File: src/rtl/max_share_arbiter_pkg.sv
// rtl/max_share_arbiter_pkg.sv - shared widths, requester ids, port FSM states and tag type
package max_share_arbiter_pkg;

    localparam int DATA_WIDTH    = 16;
    localparam int ACTIONS       = 4;
    localparam int ACTIONS_WIDTH = 2;
    localparam int MAX_LATENCY   = ACTIONS_WIDTH + 1;

    localparam logic REQ_POL = 1'b0;
    localparam logic REQ_UPD = 1'b1;

    typedef enum logic [1:0] {
        IDLE = 2'd0,
        WAIT = 2'd1,
        HOLD = 2'd2
    } port_state_t;

    // One slot of the in-flight tag pipeline.
    typedef struct packed {
        logic valid;
        logic id;
    } tag_t;

endpackage

File: src/rtl/max_req_port.sv
// rtl/max_req_port.sv - per-requester FSM with result hold register and response handshake
//
// Ports:
//   clk, rst_n               clock, asynchronous active-low reset
//   i_req                    requester wants an issue slot
//   i_grant                  arbiter granted this port in the current cycle
//   i_ret_valid              tagged result for this port is present on i_ret_data/i_ret_idx
//   i_ret_abort              tagged slot for this port came back without a result
//   i_ret_data, i_ret_idx    max value and index from the max-finder
//   i_rsp_ready              requester consumes the held result
//   o_eligible               port is IDLE and requesting
//   o_ack                    one-cycle accept pulse, the cycle after the grant
//   o_rsp_valid              result is held
//   o_rsp_data, o_rsp_idx    held result
module max_req_port
    import max_share_arbiter_pkg::*;
(
    input  logic                     clk,
    input  logic                     rst_n,
    input  logic                     i_req,
    input  logic                     i_grant,
    input  logic                     i_ret_valid,
    input  logic                     i_ret_abort,
    input  logic [DATA_WIDTH-1:0]    i_ret_data,
    input  logic [ACTIONS_WIDTH-1:0] i_ret_idx,
    input  logic                     i_rsp_ready,
    output logic                     o_eligible,
    output logic                     o_ack,
    output logic                     o_rsp_valid,
    output logic [DATA_WIDTH-1:0]    o_rsp_data,
    output logic [ACTIONS_WIDTH-1:0] o_rsp_idx
);

    port_state_t               r_state;
    port_state_t               w_state_next;
    logic                      r_ack;
    logic [DATA_WIDTH-1:0]     r_rsp_data;
    logic [ACTIONS_WIDTH-1:0]  r_rsp_idx;
    logic                      w_capture;

    always_ff @(posedge clk or negedge rst_n) begin
        if (!rst_n) begin
            r_state <= IDLE;
        end else begin
            r_state <= w_state_next;
        end
    end

    always_comb begin
        w_state_next = r_state;
        w_capture    = 1'b0;
        case (r_state)
            IDLE: begin
                if (i_grant) begin
                    w_state_next = WAIT;
                end
            end
            WAIT: begin
                if (i_ret_valid) begin
                    w_state_next = HOLD;
                    w_capture    = 1'b1;
                end else if (i_ret_abort) begin
                    // Slot came back empty: give up on it so the port can re-request.
                    w_state_next = IDLE;
                end
            end
            HOLD: begin
                if (i_rsp_ready) begin
                    w_state_next = IDLE;
                end
            end
            default: begin
                w_state_next = IDLE;
            end
        endcase
    end

    always_ff @(posedge clk or negedge rst_n) begin
        if (!rst_n) begin
            r_ack      <= 1'b0;
            r_rsp_data <= '0;
            r_rsp_idx  <= '0;
        end else begin
            r_ack <= i_grant;
            if (w_capture) begin
                r_rsp_data <= i_ret_data;
                r_rsp_idx  <= i_ret_idx;
            end
        end
    end

    assign o_eligible  = (r_state == IDLE) && i_req;
    assign o_ack       = r_ack;
    assign o_rsp_valid = (r_state == HOLD);
    assign o_rsp_data  = r_rsp_data;
    assign o_rsp_idx   = r_rsp_idx;

endmodule

File: src/rtl/max_share_arbiter.sv
// rtl/max_share_arbiter.sv - round-robin sharing of one pipelined argmax unit between policy and update paths
//
// Ports:
//   clk, rst_n                         clock, asynchronous active-low reset
//   pol_req/pol_data/pol_ack           policy request, Q-vector (channel 0 in LSBs), accept pulse
//   pol_rsp_valid/ready/data/idx       policy result handshake, max value and its index
//   upd_*                              same set for the update (Bellman target) path
//   mx_valid/mx_data                   issue to the max-finder
//   mx_o_valid/mx_o_data/mx_o_at_max   max-finder result
//   err_sync                           sticky result/tag mismatch flag
module max_share_arbiter
    import max_share_arbiter_pkg::*;
(
    input  logic                             clk,
    input  logic                             rst_n,
    input  logic                             pol_req,
    input  logic [DATA_WIDTH*ACTIONS-1:0]    pol_data,
    output logic                             pol_ack,
    output logic                             pol_rsp_valid,
    input  logic                             pol_rsp_ready,
    output logic [DATA_WIDTH-1:0]            pol_rsp_data,
    output logic [ACTIONS_WIDTH-1:0]         pol_rsp_idx,
    input  logic                             upd_req,
    input  logic [DATA_WIDTH*ACTIONS-1:0]    upd_data,
    output logic                             upd_ack,
    output logic                             upd_rsp_valid,
    input  logic                             upd_rsp_ready,
    output logic [DATA_WIDTH-1:0]            upd_rsp_data,
    output logic [ACTIONS_WIDTH-1:0]         upd_rsp_idx,
    output logic                             mx_valid,
    output logic [DATA_WIDTH*ACTIONS-1:0]    mx_data,
    input  logic                             mx_o_valid,
    input  logic [DATA_WIDTH-1:0]            mx_o_data,
    input  logic [ACTIONS_WIDTH-1:0]         mx_o_at_max,
    output logic                             err_sync
);

    logic                           w_pol_elig;
    logic                           w_upd_elig;
    logic                           w_grant_pol;
    logic                           w_grant_upd;
    logic                           w_any_grant;
    logic                           r_rr_ptr;

    logic                           r_mx_valid;
    logic                           r_mx_id;
    logic [DATA_WIDTH*ACTIONS-1:0]  r_mx_data;

    tag_t                           r_tag [MAX_LATENCY];
    tag_t                           w_head;
    logic                           w_ret_ok;
    logic                           w_ret_miss;
    logic                           w_orphan;
    logic                           r_err_sync;

    // Arbitration: the pointer only matters when both ports are eligible.
    always_comb begin
        w_grant_pol = w_pol_elig && (!w_upd_elig || (r_rr_ptr == REQ_POL));
        w_grant_upd = w_upd_elig && !w_grant_pol;
        w_any_grant = w_grant_pol || w_grant_upd;
    end

    always_ff @(posedge clk or negedge rst_n) begin
        if (!rst_n) begin
            r_rr_ptr <= REQ_POL;
        end else if (w_grant_pol) begin
            r_rr_ptr <= REQ_UPD;
        end else if (w_grant_upd) begin
            r_rr_ptr <= REQ_POL;
        end
    end

    // Issue registers: the winner's vector is captured at the grant cycle.
    always_ff @(posedge clk or negedge rst_n) begin
        if (!rst_n) begin
            r_mx_valid <= 1'b0;
            r_mx_id    <= REQ_POL;
            r_mx_data  <= '0;
        end else begin
            r_mx_valid <= w_any_grant;
            if (w_any_grant) begin
                r_mx_id   <= w_grant_upd ? REQ_UPD : REQ_POL;
                r_mx_data <= w_grant_upd ? upd_data : pol_data;
            end
        end
    end

    // Tag pipeline runs in lockstep with the max-finder: the tag enters
    // stage 0 on the same edge the max-finder accepts mx_valid, so the head
    // lines up with mx_o_valid MAX_LATENCY cycles after issue.
    always_ff @(posedge clk or negedge rst_n) begin
        if (!rst_n) begin
            for (int i = 0; i < MAX_LATENCY; i++) begin
                r_tag[i] <= '0;
            end
        end else begin
            r_tag[0].valid <= r_mx_valid;
            r_tag[0].id    <= r_mx_id;
            for (int i = 1; i < MAX_LATENCY; i++) begin
                r_tag[i] <= r_tag[i-1];
            end
        end
    end

    assign w_head     = r_tag[MAX_LATENCY-1];
    assign w_ret_ok   = w_head.valid && mx_o_valid;
    assign w_ret_miss = w_head.valid && !mx_o_valid;
    assign w_orphan   = !w_head.valid && mx_o_valid;

    always_ff @(posedge clk or negedge rst_n) begin
        if (!rst_n) begin
            r_err_sync <= 1'b0;
        end else if (w_ret_miss || w_orphan) begin
            r_err_sync <= 1'b1;
        end
    end

    max_req_port u_pol_port (
        .clk         (clk),
        .rst_n       (rst_n),
        .i_req       (pol_req),
        .i_grant     (w_grant_pol),
        .i_ret_valid (w_ret_ok && (w_head.id == REQ_POL)),
        .i_ret_abort (w_ret_miss && (w_head.id == REQ_POL)),
        .i_ret_data  (mx_o_data),
        .i_ret_idx   (mx_o_at_max),
        .i_rsp_ready (pol_rsp_ready),
        .o_eligible  (w_pol_elig),
        .o_ack       (pol_ack),
        .o_rsp_valid (pol_rsp_valid),
        .o_rsp_data  (pol_rsp_data),
        .o_rsp_idx   (pol_rsp_idx)
    );

    max_req_port u_upd_port (
        .clk         (clk),
        .rst_n       (rst_n),
        .i_req       (upd_req),
        .i_grant     (w_grant_upd),
        .i_ret_valid (w_ret_ok && (w_head.id == REQ_UPD)),
        .i_ret_abort (w_ret_miss && (w_head.id == REQ_UPD)),
        .i_ret_data  (mx_o_data),
        .i_ret_idx   (mx_o_at_max),
        .i_rsp_ready (upd_rsp_ready),
        .o_eligible  (w_upd_elig),
        .o_ack       (upd_ack),
        .o_rsp_valid (upd_rsp_valid),
        .o_rsp_data  (upd_rsp_data),
        .o_rsp_idx   (upd_rsp_idx)
    );

    assign mx_valid = r_mx_valid;
    assign mx_data  = r_mx_data;
    assign err_sync = r_err_sync;

endmodule

File: config.mk
export PLATFORM = sky130hd
export DESIGN_NAME = max_share_arbiter
export DESIGN_NICKNAME = d
export VERILOG_FILES = /design/src/rtl/max_share_arbiter_pkg.sv /design/src/rtl/max_req_port.sv /design/src/rtl/max_share_arbiter.sv
export SDC_FILE = /design/constraint.sdc
export NUM_CORES = 1
export LEC_CHECK = 0
export ABC_AREA = 1
export CORE_MARGIN = 3
export CORE_UTILIZATION = 41
export DETAILED_ROUTE_END_ITERATION = 6
export PLACE_DENSITY = 0.8
export SETUP_SLACK_MARGIN = 0.3
export SYNTH_ARGS = -nofsm -noshare
export SYNTH_HDL_FRONTEND = slang
export SYNTH_SLANG_ARGS = --single-unit
File: constraint.sdc
create_clock -name clk -period 1.8 [get_ports clk]
set_input_delay 0.45 -clock clk [delete_from_list [all_inputs] [get_ports clk]]
set_output_delay 0.45 -clock clk [all_outputs]
set_load 0.05 [all_outputs]
==> results of run 1 <==
[critical path, cell delays in order, from the launching register on]
cell and delay, ns:
dfrtp_1 0.43, buf_6 0.15, nor2_4 0.13, nand2_4 0.11
clkinv_4 0.08, o21ai_4 0.06, buf_12 0.17, clkbuf_16 0.17
nand2_1 0.09, nand3_1 0.07
[cells in the mapped netlist (all sizes together)]
cell,n
inv,96
nand3,130
a21oi,64
o21ai,39
buf,43
o211ai,1
nand2,176
o31ai,2
clkbuf,5
nor2,7
dfrtp,116
ha,2
[layout make-up]
cell class | count | area, um2 | share of cell area (%)
multi-input combinational | 422 | 2246 | 23.52
timing repair buffer | 308 | 3202 | 33.53
clock inverter | 11 | 150.1 | 1.573
sequential | 116 | 2904 | 30.42
inverter | 96 | 370.4 | 3.879
tap | 172 | 215.2 | 2.254
clock buffer | 21 | 460.4 | 4.822
[layer usage]
metal | vias up | routed length (um) | part of all wire, %
met1 | 2744 | 7836 | 39
met2 | 303 | 9900 | 50
met5 | - | 0 | 0
li1 | 2740 | - | -
met4 | 0 | 357 | 1.8
met3 | 30 | 1854 | 9.3
[metrics by stage]
step	area, um2	cells	total power [mW]
global placement	8075	1086	14.61
global route	9548	1146	20.62
CTS	8751	1125	18.36
finish	9548	1146	19.68
floorplan	5470	681	11.32
detailed placement	8075	1086	14.75
[cells by family after synthesis]
family	Yosys count	synth area share, %
adders and majority gates	2	0.4578
and+or+nand+nor	313	24.70
AOI/OAI and AO/OA	106	9.913
buffers and inverters	144	11.81
DFF	116	53.11
[how the worst min path moves through the flow]
stage               depth (start not counted)                   endpoint  slack, ns  startpoint
global placement                            1  u_upd_port.o_rsp_data[14]       0.26       rst_n
global route                                0                   r_tag[2]       0.35    r_tag[4]
CTS                                         0                   r_tag[2]       0.35    r_tag[4]
floorplan                                   0                   err_sync       0.15       rst_n
detailed placement                          1   u_pol_port.o_rsp_data[7]       0.26       rst_n
finish                                      0                   r_tag[2]       0.35    r_tag[4]
[flip-flops by register name, summed over array words and instances (netlist names)]
signal                 cells
r_tag                      6
err_sync                   1
u_pol_port.r_state         2
u_upd_port.o_ack           1
r_rr_ptr                   1
u_upd_port.o_rsp_idx       2
u_pol_port.o_ack           1
u_upd_port.o_rsp_data     16
mx_data                   64
r_mx_id                    1
u_pol_port.o_rsp_data     16
u_pol_port.o_rsp_idx       2
u_upd_port.r_state         2
mx_valid                   1
[power by group through the flow]
| stage | sequential (mW) | clock, mW | combinational [mW] |
|---|---|---|---|
| floorplan | 8.57 | 0 | 2.74 |
| global placement | 4.64 | 0 | 9.98 |
| detailed placement | 4.61 | 0 | 10.1 |
| CTS | 4.62 | 3.51 | 10.2 |
| global route | 4.81 | 3.66 | 12.1 |
| finish | 4.67 | 3.47 | 11.5 |
[cells in the final DEF, fill, tap and decap left out, types with 3 or more instances in the layout]
cell             count
nand2_1            157
clkdlybuf4s50_1    150
buf_4              117
dfrtp_1            115
nand3_1            110
inv_1               91
a21oi_1             56
o21ai_0             37
clkbuf_16           31
nand3_2             19
nand2_4             15
buf_12              15
a21oi_2              8
buf_6                7
nor2_4               5
clkinv_4             4
nand2_2              3
bufinv_16            3
[timing repair]
item | in CTS | in global routing
pin swaps | 2 | 15
setup endpoints to repair | 2 | 89
hold buffers | 1 | 0
endpoints found under the hold margin | 2 | 0
buffers inserted | 6 | 4
resized for setup | 4 | 87
gates cloned | 0 | 17
==> flow_summary.toml, run 1 <==
[critical_path]
crit_path_end_kind = "register"
r2r_cells = 9
path_max_fanout = 9
path_class = "register to register"
cp.required_ns = 2.09
cp-startpoint = "u_upd_port.r_state[0]"
r2r-end = "mx_data[25]"
arrival_ns = 1.87
cp-endpoint = "mx_data[25]"
r2r_slack_ns = 0.22
startpoint_type = "register"
reg2reg_from = "u_upd_port.r_state[0]"

[synthesis]
yosysSeqAreaShare_pct = 53.11
syn_avg_cell_area_um2 = 8.025
postSynthCellCount = 681
synthTopCellsByArea = "dfrtp_1, nand2_1, nand3_1, inv_1, a21oi_1"
yosys_warnings = 0
synth_top_area_cell = "dfrtp_1"
synth_cell_types = 20
synthesis.nets = 836
ys_ff_latch = 116
yosys.area.top_type_share_pct = 53.11
syn_area_um2 = 5465

[min_path]
min_path_type = "register to register"

[final_layout]
drive_gt1_share_pct = 25.36
nNetsFinal = 1116
fillers = 938
areaGrowthSynthToFinish_pct = 74.70
diodes = 0
fin_util_pct = 74.45

[timing]
drv_slew = 0
worst_slack_ns = 0.2195
finalCriticalPeriod_ns = 1.581
tightest_slew_ns = 0.3407
finalSetupTns_ns = 0
period_share_pct = 87.81
final_hold_viol_count = 0
timing.fmax_mhz = 632.7
whs_ns = 0.3484
relSlewSlack_pct = 77.29
finalSetupViolCount = 0
rsz0062_at_grt = "true"
skew_ns = 0.008319

[global_route]
grt_first_pass_wirelength_mm = 26.87
grt_util_all_layers_pct = 23.13
grt_use_met2_pct = 38.00
use_met3_pct = 7.879
grt_pass1_vias = 5323
grt_overflow = 0
grt_max_degree = 64
met1_usage_pct = 28.44
grt_busiest_layer = "met2"
antenna_found_initial = 0

[place]
dpl.hpwl_mm = 11.87
numPortBuffers = 258
place_ws_ns = -0.03515
gp_congestion = 0.8374

[drt]
ant_nets = 0
first_pass_iters = 5
routed_wl_mm = 19.95
wl_per_cell_um = 17.41
drc = 0
drt_iter0_markers = 339
via_per_inst = 5.076
via_count = 5817

[status]
status = "completed"

[pwr]
combPwrFrac_pct = 58.6
p_per_area_nw_per_um2 = 2061
p_leak_nw = 4.802
p_sw_mw = 9.546
p_sw_share_pct = 48.52
vdd_ir_drop_max_mv = 1.160
power_frac_seq_pct = 23.7
power.share.clock_pct = 17.6
power.internal_mw = 10.13

[clock_tree]
clock_latency_ns = 0.41
clock_sinks = 116
cts_buffers = 17
htreeDepth = 4
root_buffer = "clkbuf_16"
cts_tree = "done"
path_clk_slew_ns = 0.06
cts_buffer_depth = 2

[floorplanning]
placementRows = 41
die_y_um = 121.5
ios = 259
coreArea_um2 = 12820
die_w_um = 121.5
dieArea_um2 = 14750
initial_core_util_pct = 42.61

[job]
drv_cap = 0
No activity file was read; power rests on OpenSTA's default activity.
==> inputs of run 2 (changes only) <==
--- a/config.mk
+++ b/config.mk
@@ -9,8 +9,9 @@
 export CORE_MARGIN = 3
 export CORE_UTILIZATION = 41
 export DETAILED_ROUTE_END_ITERATION = 6
+export MAX_ROUTING_LAYER = met4
 export PLACE_DENSITY = 0.8
-export SETUP_SLACK_MARGIN = 0.3
+export SETUP_SLACK_MARGIN = 0.2
 export SYNTH_ARGS = -nofsm -noshare
 export SYNTH_HDL_FRONTEND = slang
 export SYNTH_SLANG_ARGS = --single-unit
==> run 2 against run 1 <==
Cell area shrank 9.4%. Die area is the same. Largest power group unchanged. Clock skew increased by 0.0062 ns. Non-clock buffer count shrank 21. Wire length fell by 12%.
==> flow_summary.toml, run 2 (same netlist as run 1, synthesis figures left out) <==
[final_layout]
drive_gt1_share_pct = 18.65
layout_common_cells = "nand2_1, clkdlybuf4s50_1, nand3_1"
stdcell_area_um2 = 8648
diodes = 0
largest_register_ffs = 64
layout_commonest_cell = "nand2_1"
areaGrowthSynthToFinish_pct = 58.24
nNetsFinal = 1094
finalNonFillerCells = 1121

[clock_tree]
cts_buffers = 17
clock_sinks = 116
root_buffer = "clkbuf_16"
htreeDepth = 4
cts_buffer_depth = 2
clock_latency_ns = 0.40
cts_tree = "done"
path_clk_slew_ns = 0.05

[critical_path]
r2r_slack_ns = 0.29
r2r-end = "mx_data[36]"
path_max_fanout = 3
worstPathCellList = "inv_2 -> nor2_4 -> buf_12"
cpLargestDelayFamily = "flip-flops"
cp.required_ns = 1.35
cp_slowest_stage_delay_ns = 0.40
reg2reg_from = "u_pol_port.r_state[1]"
arrival_ns = 1.14
path_buf_inv = 2
crit_path_end_kind = "output pin"
path_class = "register to output pin"
crit_slowest_cell = "dfrtp_1"
r2r_cells = 8
startpoint_type = "register"

[drt]
via_per_inst = 5.004
drc = 0
routed_wl_mm = 17.61
drt_iter0_markers = 337
first_pass_iters = 5
ant_nets = 0
via_count = 5609
wl_per_cell_um = 15.71

[timing]
period_share_pct = 88.61
skew_ns = 0.01455
final_hold_viol_count = 0
finalSetupTns_ns = 0
finalCriticalPeriod_ns = 1.595
relSlewSlack_pct = 78.67
rsz0062_at_grt = "true"
drv_slew = 0
whs_ns = 0.3373
tightest_slew_ns = 0.3200
finalSetupViolCount = 0
timing.fmax_mhz = 627.0

[place]
place_inst = 1089
dpl.hpwl_mm = 12.66
gp_congestion = 0.8426
numPortBuffers = 258
placed_cell_area_um2 = 8080

[pwr]
p_leak_nw = 4.374
p_per_area_nw_per_um2 = 2059
power_frac_seq_pct = 26.3
p_sw_mw = 8.857
p_sw_share_pct = 49.74
vdd_ir_drop_max_mv = 1.185
power.internal_mw = 8.951
power.share.clock_pct = 17.2
total_power_mw = 17.81
combPwrFrac_pct = 56.5

[floorplanning]
ios = 259
initial_core_util_pct = 42.61
die_w_um = 121.5
dieArea_um2 = 14750
coreArea_um2 = 12820
placementRows = 41
die_y_um = 121.5

[min_path]
min_path_type = "register to register"
whs_path_depth = 0
min_from = "r_tag[4]"
hold_end = "r_tag[2]"

[global_route]
grt_util_all_layers_pct = 24.51
grt_overflow = 0
grt_max_degree = 61
grt_first_pass_wirelength_mm = 27.60
antenna_found_initial = 0
grt_pass1_vias = 5461

[job]
drv_cap = 0

[status]
status = "completed"
[run 2: cell types whose count changed in the layout (fill, tap and decap cells not counted), sizes merged]
cell           before  now
clkdlybuf4s50     150  151
dlymetal6s2s        1    0
clkbuf             35   19
bufinv              3    1
buf               142  135
clkinv              6    7
nand2             177  176
[run 2: repair_timing]
action | in CTS | in global routing
setup endpoints to repair | 2 | 10
gates resized for setup | 2 | 3
hold buffers | 1 | 0
setup buffers | 0 | 2
hold endpoints to repair | 16 | 0
cloned | 0 | 0
pin swaps | 0 | 2
[run 2: per-stage QoR]
stage,worst slack (ns),utilization (%)
floorplan,0.2885,-
global placement,0.005318,63.00
detailed placement,-0.04040,63.00
CTS,0.1948,67.26
global route,0.1679,67.43
finish,0.2051,67.43
[run 2: power by group through the flow]
stage	clock (mW)	combinational [mW]	sequential (mW)
3_3_place_gp	0	9.97	4.67
3_5_place_dp	0	10.1	4.66
2_1_floorplan	0	2.74	8.57
5_1_grt	3.24	10.7	4.83
4_1_cts	3.11	10.1	4.67
6_report	3.06	10.1	4.68
[run 2: per-layer routing]
layer / global-route usage (%) / part of all wire [%]
met5: - / 0
met1: 30.45 / 40
met2: 40.52 / 49
met3: 5.781 / 9.2
met4: 6.443 / 1.7
[run 2: worst max-delay path by stage]
| stage | startpoint | end | cells past startpoint |
|---|---|---|---|
| 2_1_floorplan | u_upd_port.r_state[0] | upd_rsp_valid | 1 |
| 3_3_place_gp | pol_req | mx_data[52] | 6 |
| 3_5_place_dp | mx_o_valid | u_pol_port.o_rsp_idx[0] | 8 |
| 4_1_cts | u_upd_port.r_state[0] | upd_rsp_valid | 2 |
| 5_1_grt | u_upd_port.r_state[1] | upd_rsp_valid | 3 |
| 6_report | u_upd_port.r_state[1] | upd_rsp_valid | 3 |
[run 2: final cells by class]
type / count / area (um2)
multi-input cells: 421 / 1942
flip-flops and latches: 116 / 2903
inverters: 96 / 360.3
clock inverters: 10 / 87.58
repair buffers: 287 / 2698
fillers: 1079 / 4177
clock buffers: 19 / 442.9
well taps: 172 / 215.2
[run 2: worst register-to-register path, stage by stage, from the launching register on]
cell	delay [ns]
dfrtp_1	0.37
buf_4	0.14
nor2_1	0.12
nand2_2	0.15
nand2_1	0.16
inv_2	0.07
buf_12	0.17
nand2_1	0.14
nand3_1	0.08
